### src/rtl/serial_addsub.sv
// serial_addsub: bit-serial add/subtract unit, one bit slice per clock, LSB first.
//
// Ports:
//   clk     rising-edge clock
//   rst     synchronous active-high reset
//   start   request, accepted only while ready=1
//   mode    0 = a+b, 1 = a-b (sampled with start)
//   a, b    WIDTH-bit operands (sampled with start)
//   ready   high while idle
//   done    one-cycle pulse coinciding with the update of result/cout
//   result  sum or difference modulo 2^WIDTH, held until the next completion
//   cout    carry-out (add) or borrow-out (sub) of the MSB
//   ovf     signed overflow, present only when SERIAL_ADDSUB_OVF_EN is defined
//
// Timing: start accepted at edge t, WIDTH RUN cycles, then one DONE cycle during
// which done=1 and ready=0; the next request can be accepted WIDTH+2 edges later.
module serial_addsub #(
  parameter int WIDTH = 8
) (
  input  logic             clk,
  input  logic             rst,
  input  logic             start,
  input  logic             mode,
  input  logic [WIDTH-1:0] a,
  input  logic [WIDTH-1:0] b,
  output logic             ready,
  output logic             done,
  output logic [WIDTH-1:0] result,
`ifdef SERIAL_ADDSUB_OVF_EN
  output logic             ovf,
`endif
  output logic             cout
);

  localparam int CW = $clog2(WIDTH);

  typedef enum logic [1:0] {
    IDLE = 2'd0,
    RUN  = 2'd1,
    DONE = 2'd2
  } state_t;

  state_t           state_r;
  state_t           state_nxt_s;

  logic [WIDTH-1:0] a_sr_r;
  logic [WIDTH-1:0] b_sr_r;
  logic [WIDTH-2:0] res_sr_r;     // bits already produced; the MSB comes from the last slice
  logic [CW-1:0]    cnt_r;
  logic             mode_r;
  logic             c_r;
  logic             ready_r;
  logic             done_r;
  logic [WIDTH-1:0] result_r;
  logic             cout_r;

  logic             x_s;
  logic             y_s;
  logic             sum_s;
  logic             c_nxt_s;
  logic             last_s;
  logic [WIDTH-1:0] res_shift_s;

`ifdef SERIAL_ADDSUB_OVF_EN
  logic             a_msb_r;
  logic             b_msb_r;
  logic             ovf_r;
  logic             ovf_s;
`endif

  assign last_s      = (cnt_r == CW'(WIDTH - 1));
  assign res_shift_s = {sum_s, res_sr_r};

  // Full-adder / full-subtractor bit slice on the current operand LSBs.
  always_comb begin
    x_s   = a_sr_r[0];
    y_s   = b_sr_r[0];
    sum_s = x_s ^ y_s ^ c_r;
    if (mode_r) begin
      c_nxt_s = (~x_s & y_s) | (~(x_s ^ y_s) & c_r);
    end else begin
      c_nxt_s = (x_s & y_s) | (c_r & (x_s ^ y_s));
    end
  end

`ifdef SERIAL_ADDSUB_OVF_EN
  // Signed overflow from the latched operand MSBs and the final result bit.
  always_comb begin
    if (mode_r) begin
      ovf_s = (a_msb_r != b_msb_r) & (sum_s != a_msb_r);
    end else begin
      ovf_s = (a_msb_r == b_msb_r) & (sum_s != a_msb_r);
    end
  end
`endif

  // Next-state logic.
  always_comb begin
    state_nxt_s = state_r;
    case (state_r)
      IDLE: begin
        if (start) begin
          state_nxt_s = RUN;
        end else begin
          state_nxt_s = IDLE;
        end
      end
      RUN: begin
        if (last_s) begin
          state_nxt_s = DONE;
        end else begin
          state_nxt_s = RUN;
        end
      end
      DONE:    state_nxt_s = IDLE;
      default: state_nxt_s = IDLE;
    endcase
  end

  // State register.
  always_ff @(posedge clk) begin
    if (rst) begin
      state_r <= IDLE;
    end else begin
      state_r <= state_nxt_s;
    end
  end

  // Operand/result shift registers, carry flop, counter and registered outputs.
  always_ff @(posedge clk) begin
    if (rst) begin
      a_sr_r   <= '0;
      b_sr_r   <= '0;
      res_sr_r <= '0;
      cnt_r    <= '0;
      mode_r   <= 1'b0;
      c_r      <= 1'b0;
      ready_r  <= 1'b1;
      done_r   <= 1'b0;
      result_r <= '0;
      cout_r   <= 1'b0;
`ifdef SERIAL_ADDSUB_OVF_EN
      a_msb_r  <= 1'b0;
      b_msb_r  <= 1'b0;
      ovf_r    <= 1'b0;
`endif
    end else begin
      ready_r <= (state_nxt_s == IDLE);
      done_r  <= 1'b0;
      case (state_r)
        IDLE: begin
          if (start) begin
            a_sr_r   <= a;
            b_sr_r   <= b;
            mode_r   <= mode;
            res_sr_r <= '0;
            cnt_r    <= '0;
            c_r      <= 1'b0;
`ifdef SERIAL_ADDSUB_OVF_EN
            a_msb_r  <= a[WIDTH-1];
            b_msb_r  <= b[WIDTH-1];
`endif
          end
        end
        RUN: begin
          a_sr_r   <= a_sr_r >> 1;
          b_sr_r   <= b_sr_r >> 1;
          res_sr_r <= res_shift_s[WIDTH-1:1];
          cnt_r    <= cnt_r + CW'(1);
          c_r      <= c_nxt_s;
          // The last slice publishes straight into the outputs so that done,
          // result and cout become visible together in the DONE cycle.
          if (last_s) begin
            done_r   <= 1'b1;
            result_r <= res_shift_s;
            cout_r   <= c_nxt_s;
`ifdef SERIAL_ADDSUB_OVF_EN
            ovf_r    <= ovf_s;
`endif
          end
        end
        DONE: begin
          done_r <= 1'b0;
        end
        default: begin
          done_r <= 1'b0;
        end
      endcase
    end
  end

  assign ready  = ready_r;
  assign done   = done_r;
  assign result = result_r;
  assign cout   = cout_r;
`ifdef SERIAL_ADDSUB_OVF_EN
  assign ovf    = ovf_r;
`endif

endmodule
### config.mk
export PLATFORM = sky130hd
export DESIGN_NAME = serial_addsub
export DESIGN_NICKNAME = d
export VERILOG_FILES = /design/src/rtl/serial_addsub.sv
export SDC_FILE = /design/constraint.sdc
export NUM_CORES = 1
export LEC_CHECK = 0
export ABC_AREA = 1
export CAP_MARGIN = 25
export CORE_MARGIN = 4
export CORE_UTILIZATION = 50
export DETAILED_ROUTE_END_ITERATION = 8
export PLACE_DENSITY = 0.74
export RECOVER_POWER = 25
export SYNTH_ARGS = -nofsm -noshare
export SYNTH_HDL_FRONTEND = slang
export SYNTH_SLANG_ARGS = --single-unit
### constraint.sdc
create_clock -name clk -period 1.95 [get_ports clk]
set_clock_uncertainty 0.1 [all_clocks]
set_input_delay 0.4875 -clock clk [delete_from_list [all_inputs] [get_ports clk]]
set_output_delay 0.4875 -clock clk [all_outputs]
set_load 0.1 [all_outputs]
==> results.toml <==
[power]
clock_power_share_pct = 32.3
power_frac_comb_pct = 14.8
peakVddDrop_uv = 417.6
pwr-share-seq_pct = 52.9
power.switching_mw = 0.4372
sw_frac_of_total_pct = 25.68
p_int_mw = 1.265
powerDensity_nw_per_um2 = 753.8
p_leak_nw = 1.037

[synth]
ys_seq_area_share_pct = 44.53
synth_area_um2 = 1843
syn_area_per_cell_um2 = 7.116
syn_nets = 283
synthCells = 259
ys_warn_count = 0
ys_ff_latch = 41
synth_cell_types = 23

[critical_path]
worstPathCellList = "clkbuf_2"
worstReg2RegEnd = "result[5]$_SDFFE_PP0P_"
critPathLaunchType = "flop"
reg2reg_from = "cnt_r[0]$_SDFFE_PP0P_"
cpLargestDelayFamily = "buffers and inverters"
r2r_setup_slack_ns = 0.42
critPathMaxStageDelay_ns = 0.46
crit_fanout = 2
required_ns = 1.36
critPathArrivalTime_ns = 1.08
critical_path.slowest_cell = "clkbuf_2"
cp-end-kind = "output port"
worstRegToRegCells = 6
crit_buf_inv = 1
critical_path_class = "reg2out"

[floorplan]
io_pins = 31
core_um2 = 3442
initial_utilization_pct = 53.54
die_h_um = 68.71
rows = 21
die_area_um2 = 4721
die-width_um = 68.71

[status]
status = "finished clean"

[final_layout]
fin_nets = 314
num_antenna_cells = 0
fill_cells = 299
stdcell_count = 336
drive_gt1_share_pct = 10.00
area_growth_pct = 22.54
postLayoutCoreUtil_pct = 65.61

[clocking]
clk-insertion-delay-late_ns = 0.29
cts_tree = "built"
cts_setup_buffers = 0
numCtsBuffers = 5
cts_resized = 0
ctsHoldBuffers = 0
path_clk_slew_ns = 0.07
cts_sinks = 41
h-tree-depth = 2
root_buffer = "clkbuf_8"
clockBufferDepth = 2

[timing]
hold_ws_ns = 0.3671
timing.final.crit_share_pct = 85.76
final.min_clock_period_ns = 1.672
finalSetupViolCount = 0
final_hold_viol_count = 0
relSlewSlack_pct = 63.68
max_freq_mhz = 598.0
worst_pin_slew_ns = 0.5471
fin_tns_setup_ns = 0
drv_slew = 0
rsz0062_at_grt = "false"

[hold_path]
min_path_type = "reg2reg"
worstHoldStart = "res_sr_r[0]$_SDFFE_PP0P_"
hold_path_end = "res_sr_r[0]$_SDFFE_PP0P_"
min_path_cells = 2

[grt]
grt_max_degree = 30
grt_pass1_vias = 1552
grt_usage_pct = 18.17
grt_pass1_wl_um = 6403
antenna_found_initial = 0
overflow = 0

[run]
cap_violations = 0

[routing]
drc = 0
drtPass1Iterations = 4
drtIter0Drc = 90
routed_via_density = 4.756
ant_nets = 0
vias = 1598
drt-total-wl_um = 3663
wire_per_inst_um = 10.90

[placed_design]
io_buffers = 30
place_inst = 329
gp_congestion = 0.8716
dpl.hpwl_um = 2576
## metrics by stage
step | instance area [µm²] | setup WS (ns) | total power [mW]
2_1_floorplan | 1843 | 0.4375 | 1.103
3_3_place_gp | 2270 | 0.1888 | 1.175
3_5_place_dp | 2270 | 0.1487 | 1.180
4_1_cts | 2356 | 0.4364 | 1.722
5_1_grt | 2258 | 0.2471 | 1.789
6_report | 2258 | 0.2776 | 1.702
## worst min-delay path, delay by kind of cell (launching register included)
kind | cells | cell delay [ns]
AOI/OAI and AO/OA | 1 | 0.05
DFF | 1 | 0.32
and+or+nand+nor | 1 | 0.06
## cell type report
class / count / area (µm²) / share of cell area, %
Clock buffer: 7 / 86.33 / 3.823
Timing Repair Buffer: 36 / 377.9 / 16.73
Multi-Input combinational cell: 182 / 823.3 / 36.45
Tap cell: 46 / 57.56 / 2.548
Inverter: 24 / 92.59 / 4.100
Sequential cell: 41 / 820.8 / 36.34
## power by group through the flow
| stage | combinational [mW] | sequential, mW | clock, mW |
|---|---|---|---|
| global route | 0.288 | 0.907 | 0.594 |
| CTS | 0.260 | 0.902 | 0.559 |
| floorplan | 0.176 | 0.927 | 0 |
| global placement | 0.255 | 0.920 | 0 |
| finish | 0.251 | 0.901 | 0.550 |
| detailed placement | 0.259 | 0.921 | 0 |
## worst max path at each step
stage	startpoint	to	slack (ns)	cells after the start
2_1_floorplan	cout$_SDFFE_PP0P_	cout	0.44	0
3_3_place_gp	rst	result[2]$_SDFFE_PP0P_	0.19	6
3_5_place_dp	start	a_sr_r[1]$_SDFFE_PP0P_	0.15	6
4_1_cts	cnt_r[0]$_SDFFE_PP0P_	result[5]$_SDFFE_PP0P_	0.44	6
5_1_grt	cnt_r[0]$_SDFFE_PP0P_	result[5]$_SDFFE_PP0P_	0.25	6
6_report	cout$_SDFFE_PP0P_	cout	0.28	1
## Yosys cell counts
| library cell | number | share of area (%) |
|---|---|---|
| nand4_1 | 2 | 0.68 |
| dfxtp_1 | 41 | 45 |
| clkinv_1 | 1 | 0.20 |
| nand2_4 | 1 | 0.61 |
| o21a_1 | 1 | 0.41 |
| a21oi_1 | 13 | 3.5 |
| buf_2 | 1 | 0.27 |
| o21ai_4 | 1 | 0.88 |
| clkbuf_1 | 3 | 0.61 |
| fa_1 | 2 | 2.2 |
| nand2_2 | 1 | 0.34 |
| nor2_4 | 1 | 0.61 |
| o21ai_0 | 4 | 1.1 |
| buf_6 | 6 | 3.7 |
| inv_4 | 1 | 0.34 |
| nand2_1 | 95 | 19 |
| buf_4 | 2 | 0.81 |
| nor2_1 | 33 | 6.7 |
| nand3_2 | 1 | 0.54 |
| inv_2 | 2 | 0.41 |
| ha_1 | 2 | 1.4 |
| inv_1 | 20 | 4.1 |
| nand3_1 | 25 | 6.8 |
## sequential cells by signal, indices dropped and copies added, names as in the netlist
register and flops:
cnt_r 3, done 1, mode_r 1, ready 1, result 8, cout 1
res_sr_r 7, b_sr_r 8, c_r 1, state_r 2, a_sr_r 8
## kinds of logic (layout without fill, tap and decap cells)
family / Yosys count / after routing / synth area share (%)
compound gates: 19 / 19 / 5.907
fa+ha+maj: 4 / 4 / 3.530
buf+inv: 36 / 67 / 10.39
flops: 41 / 41 / 44.54
simple gates: 159 / 159 / 35.64
## per-layer routing
metal	routed length, µm	up-vias	GRT usage, %
met5	0	-	0
met4	59	0	8.029
met3	176	8	3.890
met2	1708	23	31.11
met1	1719	712	21.77
li1	-	855	-
## cell usage in the layout, fill, tap and decap left out, drive strengths merged
cell type,count
a21oi,13
dlygate4sd3,1
ha,2
nor2,34
clkdlybuf4s50,18
nand4,2
clkbuf,13
fa,2
buf,11
dfxtp,41
clkinv,1
o21ai,5
o21a,1
nand3,26
nand2,97
inv,23
Power figures use the tool's default switching activity.
